`src/rtl/pet_stats_engine.sv`:
```
// pet_stats_engine: N_STATS saturating need counters for the tamagotchi core.
// Each counter rises on a randomly selected decay tick and falls on edge-detected
// care buttons. Adds a sleep mode (half-rate ticks, care ignored), per-channel
// alarm flags and a terminal DEAD state entered after GRACE_TICKS consecutive
// applied ticks with any stat at its maximum.
//
// Ports:
//   clk        system clock
//   reset      asynchronous, active-high
//   care       care buttons, level, one bit per channel
//   sleep_req  level, 1 requests sleep
//   random     LFSR value, selects the decaying channel on applied ticks
//   stats      packed stat registers, channel i at [i*STAT_W +: STAT_W]
//   alarm      combinational, alarm[i] = stat i >= ALARM_LVL
//   state      0 = AWAKE, 1 = SLEEP, 2 = DEAD
//   tick       registered pulse, high the cycle after a decay tick is applied
module pet_stats_engine #(
    parameter int unsigned N_STATS     = 6,
    parameter int unsigned STAT_W      = 4,
    parameter int unsigned TICK_DIV    = 10000,
    parameter int unsigned CARE_STEP   = 1,
    parameter int unsigned ALARM_LVL   = 12,
    parameter int unsigned GRACE_TICKS = 8
) (
    input  logic                        clk,
    input  logic                        reset,
    input  logic [N_STATS-1:0]          care,
    input  logic                        sleep_req,
    input  logic [7:0]                  random,
    output logic [N_STATS*STAT_W-1:0]   stats,
    output logic [N_STATS-1:0]          alarm,
    output logic [1:0]                  state,
    output logic                        tick
);

    localparam int unsigned MAXV  = (1 << STAT_W) - 1;
    localparam int unsigned CNT_W = $clog2(TICK_DIV);
    localparam int unsigned GR_W  = $clog2(GRACE_TICKS + 1);
    localparam int unsigned SW    = STAT_W + 2;

    localparam logic signed [SW-1:0] ONE_S  = SW'(1);
    localparam logic signed [SW-1:0] STEP_S = SW'(CARE_STEP);
    localparam logic signed [SW-1:0] MAX_S  = SW'(MAXV);

    typedef enum logic [1:0] {
        ST_AWAKE = 2'd0,
        ST_SLEEP = 2'd1,
        ST_DEAD  = 2'd2
    } st_e;

    st_e                st_q, st_d;
    logic [CNT_W-1:0]   cnt_q, cnt_d;
    logic               phase_q, phase_d;
    logic [GR_W-1:0]    grace_q, grace_d;
    logic [N_STATS-1:0] care_prev_q;
    logic [STAT_W-1:0]  stat_q [N_STATS];
    logic [STAT_W-1:0]  stat_d [N_STATS];

    logic               raw_tick;
    logic               applied;
    logic [7:0]         dec_ch;
    logic [N_STATS-1:0] care_ev;
    logic               any_max;

    // Tick qualification: prescaler wrap, halved in SLEEP, none in DEAD
    assign raw_tick = (st_q != ST_DEAD) && (cnt_q == CNT_W'(TICK_DIV - 1));
    assign applied  = raw_tick && ((st_q == ST_AWAKE) || ((st_q == ST_SLEEP) && phase_q));
    assign dec_ch   = random % 8'(N_STATS);
    assign care_ev  = (st_q == ST_AWAKE) ? (care & ~care_prev_q) : '0;
    assign state    = st_q;

    // Any channel pinned at maximum, sampled before this cycle's update
    always_comb begin
        any_max = 1'b0;
        for (int k = 0; k < N_STATS; k++) begin
            if (stat_q[k] == STAT_W'(MAXV)) any_max = 1'b1;
        end
    end

    // Per-channel update: net the decay and care first, then clamp
    for (genvar g = 0; g < N_STATS; g++) begin : g_ch
        logic signed [SW-1:0] sum;
        logic [STAT_W-1:0]    nxt;

        always_comb begin
            sum = $signed(SW'(stat_q[g]));
            if (applied && (dec_ch == 8'(g))) sum = sum + ONE_S;
            if (care_ev[g]) sum = sum - STEP_S;
            if (sum[SW-1]) nxt = '0;
            else if (sum > MAX_S) nxt = STAT_W'(MAXV);
            else nxt = sum[STAT_W-1:0];
        end

        assign stat_d[g]                   = nxt;
        assign stats[g*STAT_W +: STAT_W]   = stat_q[g];
        assign alarm[g]                    = (stat_q[g] >= STAT_W'(ALARM_LVL));
    end

    // Next-state: prescaler, sleep phase, grace counter and FSM
    always_comb begin
        cnt_d   = cnt_q;
        phase_d = phase_q ^ raw_tick;
        grace_d = grace_q;
        st_d    = st_q;

        if (st_q != ST_DEAD) cnt_d = raw_tick ? '0 : cnt_q + CNT_W'(1);

        if (applied) begin
            if (!any_max) grace_d = '0;
            else if (grace_q != GR_W'(GRACE_TICKS)) grace_d = grace_q + GR_W'(1);
        end

        case (st_q)
            ST_AWAKE: begin
                if (grace_d == GR_W'(GRACE_TICKS)) begin
                    st_d = ST_DEAD;
                end else if (sleep_req) begin
                    st_d    = ST_SLEEP;
                    phase_d = 1'b0;
                end
            end
            ST_SLEEP: begin
                if (grace_d == GR_W'(GRACE_TICKS)) st_d = ST_DEAD;
                else if (!sleep_req) st_d = ST_AWAKE;
            end
            default: st_d = st_q;
        endcase
    end

    // State registers
    always_ff @(posedge clk or posedge reset) begin
        if (reset) begin
            st_q        <= ST_AWAKE;
            cnt_q       <= '0;
            phase_q     <= 1'b0;
            grace_q     <= '0;
            care_prev_q <= '1;
            tick        <= 1'b0;
            for (int k = 0; k < N_STATS; k++) stat_q[k] <= '0;
        end else begin
            st_q        <= st_d;
            cnt_q       <= cnt_d;
            phase_q     <= phase_d;
            grace_q     <= grace_d;
            care_prev_q <= care;
            tick        <= applied;
            stat_q      <= stat_d;
        end
    end

endmodule

```
`config.mk`:
```
export PLATFORM = sky130hd
export DESIGN_NAME = pet_stats_engine
export DESIGN_NICKNAME = d
export VERILOG_FILES = /design/src/rtl/pet_stats_engine.sv
export SDC_FILE = /design/constraint.sdc
export NUM_CORES = 1
export LEC_CHECK = 0
export CAP_MARGIN = 20
export CORE_AREA = 10 10 115 117
export CTS_CLUSTER_SIZE = 12
export DETAILED_ROUTE_END_ITERATION = 6
export DIE_AREA = 0 0 125 127
export GPL_TIMING_DRIVEN = 1
export MAX_ROUTING_LAYER = met4
export PLACE_DENSITY = 0.56
export RECOVER_POWER = 50
export SLEW_MARGIN = 30
export SYNTH_ARGS = -nofsm -noshare
export SYNTH_HDL_FRONTEND = slang
export SYNTH_SLANG_ARGS = --single-unit
```
`constraint.sdc`:
```
create_clock -name clk -period 3.93 [get_ports clk]
set_clock_uncertainty 0.2 [all_clocks]
set_input_delay 0.9825 -clock clk [delete_from_list [all_inputs] [get_ports clk]]
set_output_delay 0.9825 -clock clk [all_outputs]
set_load 0.02 [all_outputs]
```
==> results of run 1 <==
==> path summary, 6_finish.rpt <==
| path | to | depth (start not counted) |
|---|---|---|
| max in group asynchronous | stats[21] | 3 |
| min in group asynchronous | stats[11] | 2 |
| worst min-delay path | cnt_q[7] | 1 |
| worst max-delay path | stats[13] | 16 |
| worst min register to register | cnt_q[7] | 1 |
| worst max register to register | stats[5] | 9 |
==> sequential cells by signal, summed over array words and instances (netlist names) <==
signal       cells
tick             1
state            2
cnt_q           14
care_prev_q      6
phase_q          1
grace_q          4
stats           24
==> routing by layer <==
metal / part of all wire / track usage / vias to the layer above
met1: 0.46 / 0.182 / 2029
met4: 0.015 / 0.0359 / 0
met2: 0.49 / 0.242 / 82
li1: - / - / 2096
met5: 0 / - / -
met3: 0.030 / 0.0219 / 15
==> cell usage after synthesis, drive strengths merged, types with 5 or more instances <==
library cell / instances
or3: 9
and2: 5
ha: 10
dfstp: 6
or2: 6
xor2: 16
o311ai: 7
nand2: 42
a31oi: 10
nand2b: 12
o211ai: 9
nor3: 16
dfrtp: 46
or4: 5
nand3: 25
nor2: 38
nor3b: 16
o31ai: 5
a21o: 5
mux2: 5
o21ai: 23
xnor2: 15
nor2b: 10
mux2i: 9
clkbuf: 12
buf: 8
nand4: 16
and3: 9
inv: 18
a21oi: 18
==> through the flow <==
step	utilization	instances	hold WS [ps]	power, mW	worst slack [ps]
2_1_floorplan	-	494	258	1.63	-432
3_3_place_gp	0.494	730	276	2.08	-1040
3_5_place_dp	0.494	730	291	2.09	-1110
4_1_cts	0.527	750	306	2.61	-91.0
5_1_grt	0.549	759	324	2.86	-234
6_report	0.549	759	305	2.67	-121
==> power groups by stage <==
| stage | clock network (mW) | logic (mW) | registers, mW |
|---|---|---|---|
| final | 0.468 | 1.34 | 0.861 |
| after global routing | 0.501 | 1.47 | 0.888 |
| after CTS | 0.482 | 1.28 | 0.857 |
| after detailed placement | 0 | 1.23 | 0.864 |
| after global placement | 0 | 1.22 | 0.862 |
| after floorplan | 0 | 0.715 | 0.915 |
==> cells by family (layout without fill, tap and decap cells) <==
kind of cell	after synthesis	in the layout	synth area share
AOI/OAI and AO/OA	117	117	0.213
xor gates and xnor gates	31	31	0.0635
adders and majority gates	10	10	0.0293
buffers and inverters	39	161	0.0375
DFF	52	52	0.306
muxes	15	15	0.0395
and+or+nand+nor	230	230	0.311
==> worst max-delay path, delay by kind of cell <==
kind / cells / cell delay, ps
AO/OA/AOI/OAI: 8 / 1460
adder cells (fa/ha/maj): 1 / 270
buffers and inverters: 3 / 410
AND/OR/NAND/NOR: 4 / 900
==> area by class of cell <==
cell class / instances / area (sq um)
clock buffers: 5 / 125
clock inverters: 3 / 27.5
fillers: 1036 / 5010
inverters: 19 / 71.3
multi-input cells: 403 / 3210
flip-flops and latches: 52 / 1310
well taps: 143 / 179
repair buffers: 134 / 1190
==> timing repair <==
item | CTS | global route
setup buffers | 12 | 9
resized for setup | 55 | 34
pin swaps | 26 | 21
cloned | 0 | 1
endpoints found under the setup margin | 24 | 24
==> metrics.csv, run 1 <==
metric,value,unit
setup_viol,13,
period_share,1.03,
place.gp.congestion,0.899,
synth.avg_cell_area,8.65,sq um
max-slew-margin-rel,0.186,
grt_pass1_wl,19.5,mm
finalCriticalPeriod,4050,ps
cp-start-kind,primary input,
grt_setup_unrepaired,true,
ant_nets,0,
first_pass_iters,4,
drtIter0Drc,264,
synthFlopType,dfrtp_1,
yosys.cell_types.count,88,
dieArea,15900,sq um
cp.required,3920,ps
hold_path.startpoint,cnt_q[7],
netSwitchingFraction,0.426,
vias,4222,
ys_seq_area_frac,0.306,
yosysTopAreaCellShare,0.269,
yosys_warnings,0,
coreArea,11100,sq um
pwr-share-clk,0.175,
clockBufferDepth,2,
path_common_cell,a21o_1,
h-tree-depth,2,
drc,0,
hold_path_class,flip-flop to flip-flop,
endpoint_kind,flip-flop,
critPathSlowestCell,or3_4,
grt-ovfl-total,0,
first_global_vias,4053,
mostFrequentLayoutCell,buf_4,
syn_nets,521,
vias_per_cell,5.56,
die_w,125,microns
slew_viol_final,0,
synth.top_cells.by_area,"dfrtp_1 (27%), dfstp_2 (3.7%), nand2_1 (3.7%)",
antenna_found_initial,0,
violations,negative setup slack,
status,"finished, violations left",
routed_wl,12.1,mm
tritoncts,built,
initial_core_util,0.384,
wire_per_inst,15.9,microns
power_frac_comb,0.503,
final_cell_mix,"buf_4 (73), dfrtp_1 (46), nand2_1 (40), nor2_1 (37), clkdlybuf4s50_1 (36)",
p_per_area,438,nW/um^2
fin_nets,642,
p_leak,2.50,nW
clock_latency,300,ps
grt_max_degree,28,
gr-usage-all-layers,0.145,
crit_type,primary input to flip-flop,
die_h,127,microns
syn_to_final_growth,43.0,%
hold_buffers,0,
cp_cell_sequence,"buf_12, buf_8, and4b_1, a31o_4, o21a_4, o31ai_4, nand2_2, ha_4, or3_4, a21o_1, o311a_4, nor4_4, buf_4, a2bb2oi_4, o21ai_2, a21o_1",
p_int,1.53,mW
tightest_slew,1220,ps
hpwl,8.75,mm
crit_path_max_incr_delay,320,ps
cts-root-buf,clkbuf_16,
ys_seq_elements,52,
netlist_area,4270,sq um
crit_fanout,8,
crit_arrival,4040,ps
layout_setup_ws,-121,ps
p_sw,1.14,mW
cts_buffers,5,
worst_ir_drop_vdd,0.304,mV
std_cell_rows,39,
tns,-618,ps
cts.clk_slew.worst_paths,80,ps
io_buffers,49,
yosysTopAreaCell,dfrtp_1,
drv_cap,0,
clock_sinks,52,
placed_area,5500,sq um
rrSetupSlack,560,ps
netlist_instances,494,
top_level_ports,50,
drive_above_1_share,0.297,
cp-startpoint,random[6],
synth_edf_count,0,
p_seq_frac,0.322,
reg2reg_from,cnt_q[4],
clock.fmax,0.247,GHz
post-route-cell-area,6110,sq um
finalHoldViolations,0,
n_antenna_cell,0,
postSynth.asyncResetShare,1.00,
Power figures use the tool's default switching activity.
==> run 2, diff against run 1 <==
- PLACE_DENSITY: 0.56 -> 0.66
- clock period: 3.93 -> 4.7 ns (I/O delays scaled with it)
==> metrics.csv, run 2 (synthesized netlist as in run 1, its figures left out) <==
metric,value,unit,change
dieArea,15900,sq um,unchanged
place_inst,728,,-0.27%
worst_ir_drop_vdd,0.214,mV,-29%
place.gp.congestion,0.904,,+0.53%
tns,0,ps,+618 ps
post-route-cell-area,5580,sq um,-8.7%
clock_latency,300,ps,about the same
cp-start-kind,primary input,,
mostFrequentLayoutCell,buf_4,,
first_global_vias,4082,,+0.72%
drive_above_1_share,0.213,,-0.0840
slew_viol_final,0,,unchanged
antenna_found_initial,0,,unchanged
crit_type,primary input to flip-flop,,
cts-root-buf,clkbuf_16,,
final_cell_mix,"buf_4 (63), dfrtp_1 (46), nand2_1 (42), nor2_1 (37), clkdlybuf4s50_1 (36)",,
ant_nets,0,,unchanged
grt_pass1_wl,19.5,mm,+0.18%
initial_core_util,0.384,,unchanged
n_antenna_cell,0,,unchanged
clockBufferDepth,2,,unchanged
cts_buffers,5,,unchanged
cp-startpoint,random[7],,
hold_path_class,flip-flop to flip-flop,,
endpoint_kind,flip-flop,,
regToRegEndpoint,stats[15],,
vias_per_cell,5.62,,+1.1%
rrSetupSlack,1330,ps,+770 ps
largest_reg_flops,24,,unchanged
p_per_area,384,nW/um^2,-12%
max-slew-margin-rel,0.0601,,-0.126
syn_to_final_growth,30.5,%,
cp.required,4690,ps,+770 ps
grt_setup_unrepaired,false,,
std_cell_rows,39,,unchanged
vias,4155,,-1.6%
cts.clk_slew.worst_paths,70,ps,about the same
die_w,125,microns,unchanged
wire_per_inst,15.7,microns,-1.7%
tritoncts,built,,
fin_nets,622,,-3.1%
crit_arrival,4520,ps,+480 ps
period_share,0.964,,
p_total,2.14,mW,-20%
routed_wl,11.6,mm,-4.3%
reg2reg_from,cnt_q[4],,
p_leak,2.32,nW,-7.0%
drtIter0Drc,373,,+41%
finalHoldViolations,0,,unchanged
clock_sinks,52,,unchanged
status,"complete, no violations",,
stdcell_count,739,,-2.6%
drc,0,,unchanged
clock.fmax,0.221,GHz,
hpwl,8.93,mm,+2.1%
die_h,127,microns,unchanged
grt_max_degree,38,,+36%
placed_area,5340,sq um,-2.9%
endpoint,stats[16],,
r2r_cells,7,,-2
crit_fanout,7,,-1
h-tree-depth,2,,unchanged
grt-ovfl-total,0,,unchanged
top_level_ports,50,,unchanged
gr-usage-all-layers,0.144,,-0.00194
setup_viol,0,,-13
tightest_slew,1410,ps,+188 ps
io_buffers,49,,unchanged
finalCriticalPeriod,4530,ps,
drv_cap,0,,unchanged
coreArea,11100,sq um,unchanged
first_pass_iters,5,,+1
run 2: cell types whose count changed in the layout (fill, tap and decap cells not counted), sizes merged:
cell          previous run  this run
dlymetal6s2s             0         3
dlymetal6s4s             1         0
buf                     88        64
clkinv                   2         1
bufinv                   0         1
clkbuf                   7         9
run 2: critical path, stage by stage:
cell	delay, ps
dlymetal6s2s_1	160
or3b_2	470
o211ai_1	130
o211ai_1	160
o31ai_2	290
nand2_1	140
ha_4	290
buf_4	140
nand3_1	110
a31oi_1	170
nand4_1	120
nand4_1	170
buf_4	140
o21ai_2	70
or3_1	400
a21bo_1	200
o211a_1	200
run 2: how the worst min path moves through the flow:
| stage | from | to | cells past startpoint | slack, ps |
|---|---|---|---|---|
| floorplan | cnt_q[2] | cnt_q[2] | 1 | 260 |
| global placement | cnt_q[2] | cnt_q[2] | 1 | 280 |
| detailed placement | cnt_q[7] | cnt_q[7] | 1 | 290 |
| CTS | cnt_q[7] | cnt_q[7] | 1 | 300 |
| global route | cnt_q[7] | cnt_q[7] | 1 | 320 |
| finish | cnt_q[12] | cnt_q[12] | 1 | 300 |
run 2: area by class of cell:
type / count / area [sq um]
Multi-Input combinational cell: 403 / 2880
Clock buffer: 5 / 125
Timing Repair Buffer: 114 / 971
Sequential cell: 52 / 1310
Inverter: 19 / 71.3
Fill cell: 1067 / 5550
Tap cell: 143 / 179
Clock inverter: 3 / 46.3
run 2: repair_timing:
action,in CTS,in global routing
endpoints found under the setup margin,22,22
gates resized for setup,11,14
endpoints found under the hold margin,0,0
hold buffers,0,0
pin swaps,10,9
buffers inserted,2,1
run 2: power breakdown:
part / internal [mW] / switching (mW) / leakage (nW)
sequential: 0.536 / 0.180 / 0.665
combinational: 0.472 / 0.522 / 1.58
clock: 0.254 / 0.180 / 0.0804
run 2: routing by layer:
metal | global-route usage | wire length (microns)
met1 | 0.170 | 5170
met2 | 0.248 | 5890
met3 | 0.0194 | 362
met4 | 0.0454 | 157
met5 | - | 0
run 2: through the flow:
stage | util | worst slack, ps | hold slack (ps)
2_1_floorplan | - | 5.33 | 258
3_3_place_gp | 0.479 | -487 | 278
3_5_place_dp | 0.480 | -609 | 287
4_1_cts | 0.500 | 3.95 | 298
5_1_grt | 0.501 | 0.919 | 319
6_report | 0.501 | 171 | 297
==> run 3, diff against run 2 <==
- SETUP_SLACK_MARGIN: not set -> 0.3
==> metrics.csv, run 3 (synthesized netlist as in run 1, its figures left out) <==
metric,value,unit,change
status,"finished, violations left",,
violations,"max-capacitance violations, max-slew violations",,
rrSetupSlack,1350,ps,+20 ps
min_path_cells,1,,unchanged
wl_met3,349,microns,-3.6%
hold_path_class,flip-flop to flip-flop,,
ant_nets,0,,unchanged
post-place-ws,-576,ps,+32.2 ps
place.gp.congestion,0.925,,+2.3%
crit_fanout,7,,unchanged
crit_arrival,4320,ps,-200 ps
period_share,0.923,,-0.0404
hpwl,8.71,mm,-2.5%
max-slew-margin-rel,-0.328,,-0.388
clock_latency,300,ps,about the same
finalCriticalPeriod,4340,ps,-190 ps
r2r_cells,7,,unchanged
crit_type,primary input to flip-flop,,
slew_viol_final,44,,+44
syn_to_final_growth,34.2,%,
tritoncts,built,,
grt-ovfl-total,0,,unchanged
drc,0,,unchanged
worst_ir_drop_vdd,0.237,mV,+11%
largest_reg_flops,24,,unchanged
h-tree-depth,2,,unchanged
met2_length,5.78,mm,-1.8%
reg2reg_from,cnt_q[4],,
vias_per_cell,5.60,,-0.49%
post-route-cell-area,5730,sq um,+2.8%
mostFrequentLayoutCell,buf_4,,
seqCellArea,1310,sq um,unchanged
clockBufferDepth,2,,unchanged
p_leak,2.34,nW,+0.75%
gr-usage-all-layers,0.144,,+0.000422
clock_sinks,52,,unchanged
fill_cells,1051,,-1.5%
drive_above_1_share,0.244,,+0.0311
finalHoldViolations,0,,unchanged
initial_core_util,0.384,,unchanged
grt_pass1_wl,19.5,mm,+0.25%
multi_input_area,3000,sq um,+4.4%
final_cell_mix,"buf_4 (64), dfrtp_1 (46), nand2_1 (41), nor2_1 (37), clkdlybuf4s50_1 (36)",,
cp-start-kind,primary input,,
vias,4146,,-0.22%
wire_per_inst,15.5,microns,-1.1%
cts.clk_slew.worst_paths,70,ps,about the same
cp.required,4680,ps,about the same
p_per_area,378,nW/um^2,-1.7%
dieArea,15900,sq um,unchanged
first_pass_iters,4,,-1
cp-startpoint,random[4],,
fin_nets,624,,+0.32%
hold_buffers,0,,unchanged
cts-root-buf,clkbuf_16,,
antenna_found_initial,0,,unchanged
placed_area,5380,sq um,+0.70%
n_antenna_cell,0,,unchanged
die_w,125,microns,unchanged
setup_viol,0,,unchanged
layout_setup_ws,361,ps,+190 ps
cts_buffers,5,,unchanged
top_layer_used,met4,,
drt-met1-wl,5.21,mm,+0.75%
regToRegEndpoint,state[0],,
critPathSlowestCell,a2111o_1,,
drtIter0Drc,364,,-2.4%
drv_cap,1,,+1
endpoint,stats[15],,
io_buffers,49,,unchanged
top_level_ports,50,,unchanged
cp_cell_sequence,"buf_6, nor2b_2, buf_4, a2111o_1, a31oi_4, o31ai_4, nand2_2, ha_4, or3_1, a21o_1, o311a_4, nor4_4, or2_4, o21ai_2, a221o_1",,
tightest_slew,1980,ps,+573 ps
std_cell_rows,39,,unchanged
die_h,127,microns,unchanged
first_global_vias,4089,,+0.17%
clock.fmax,0.230,GHz,+4.4%
p_total,2.17,mW,+1.1%
grt_setup_unrepaired,true,,
routed_wl,11.5,mm,-0.80%
crit_path_max_incr_delay,420,ps,-50 ps
grt_max_degree,44,,+16%
coreArea,11100,sq um,unchanged
endpoint_kind,flip-flop,,
hold_slack,296,ps,-1.28 ps
run 3: power by group:
group / total, mW / switching (mW) / internal [mW]
combinational: 1.03 / 0.535 / 0.490
sequential: 0.716 / 0.180 / 0.537
clock: 0.426 / 0.172 / 0.254
total: 2.17 / 0.887 / 1.28
run 3: how the worst min path moves through the flow:
stage / startpoint / endpoint / slack [ps]
2_1_floorplan: cnt_q[2] / cnt_q[2] / 260
3_3_place_gp: cnt_q[2] / cnt_q[2] / 280
3_5_place_dp: cnt_q[7] / cnt_q[7] / 280
4_1_cts: cnt_q[7] / cnt_q[7] / 300
5_1_grt: cnt_q[12] / cnt_q[12] / 320
6_report: cnt_q[2] / cnt_q[2] / 300
run 3: critical path, delay by kind of cell:
family / cells / cell delay, ps
AO/OA/AOI/OAI: 7 / 1560
buffers and inverters: 2 / 250
adder cells (fa/ha/maj): 1 / 220
AND/OR/NAND/NOR: 5 / 1110
run 3: layout make-up:
class                   count  area share
clock inverters             2     0.00676
multi-input cells         403       0.523
well taps                 143      0.0312
inverters                  19      0.0127
repair buffers            116       0.175
flip-flops and latches     52       0.228
clock buffers               6      0.0225
run 3: metal layers:
metal | vias up | GRT usage
li1 | 2060 | -
met3 | 10 | 0.0174
met4 | 0 | 0.0373
met2 | 90 | 0.248
met1 | 1986 | 0.175
met5 | - | -
run 3: repair_timing:
| item | 4_1_cts | 5_1_grt |
|---|---|---|
| endpoints found under the setup margin | 24 | 20 |
| resized for setup | 23 | 43 |
| pin swaps | 10 | 18 |
| setup buffers | 2 | 3 |
run 3: per-stage QoR:
step	utilization	TNS, ps	std cells
2_1_floorplan	-	0	494
3_3_place_gp	0.483	-8370	728
3_5_place_dp	0.483	-10170	728
4_1_cts	0.502	0	738
5_1_grt	0.515	0	741
6_report	0.515	0	741
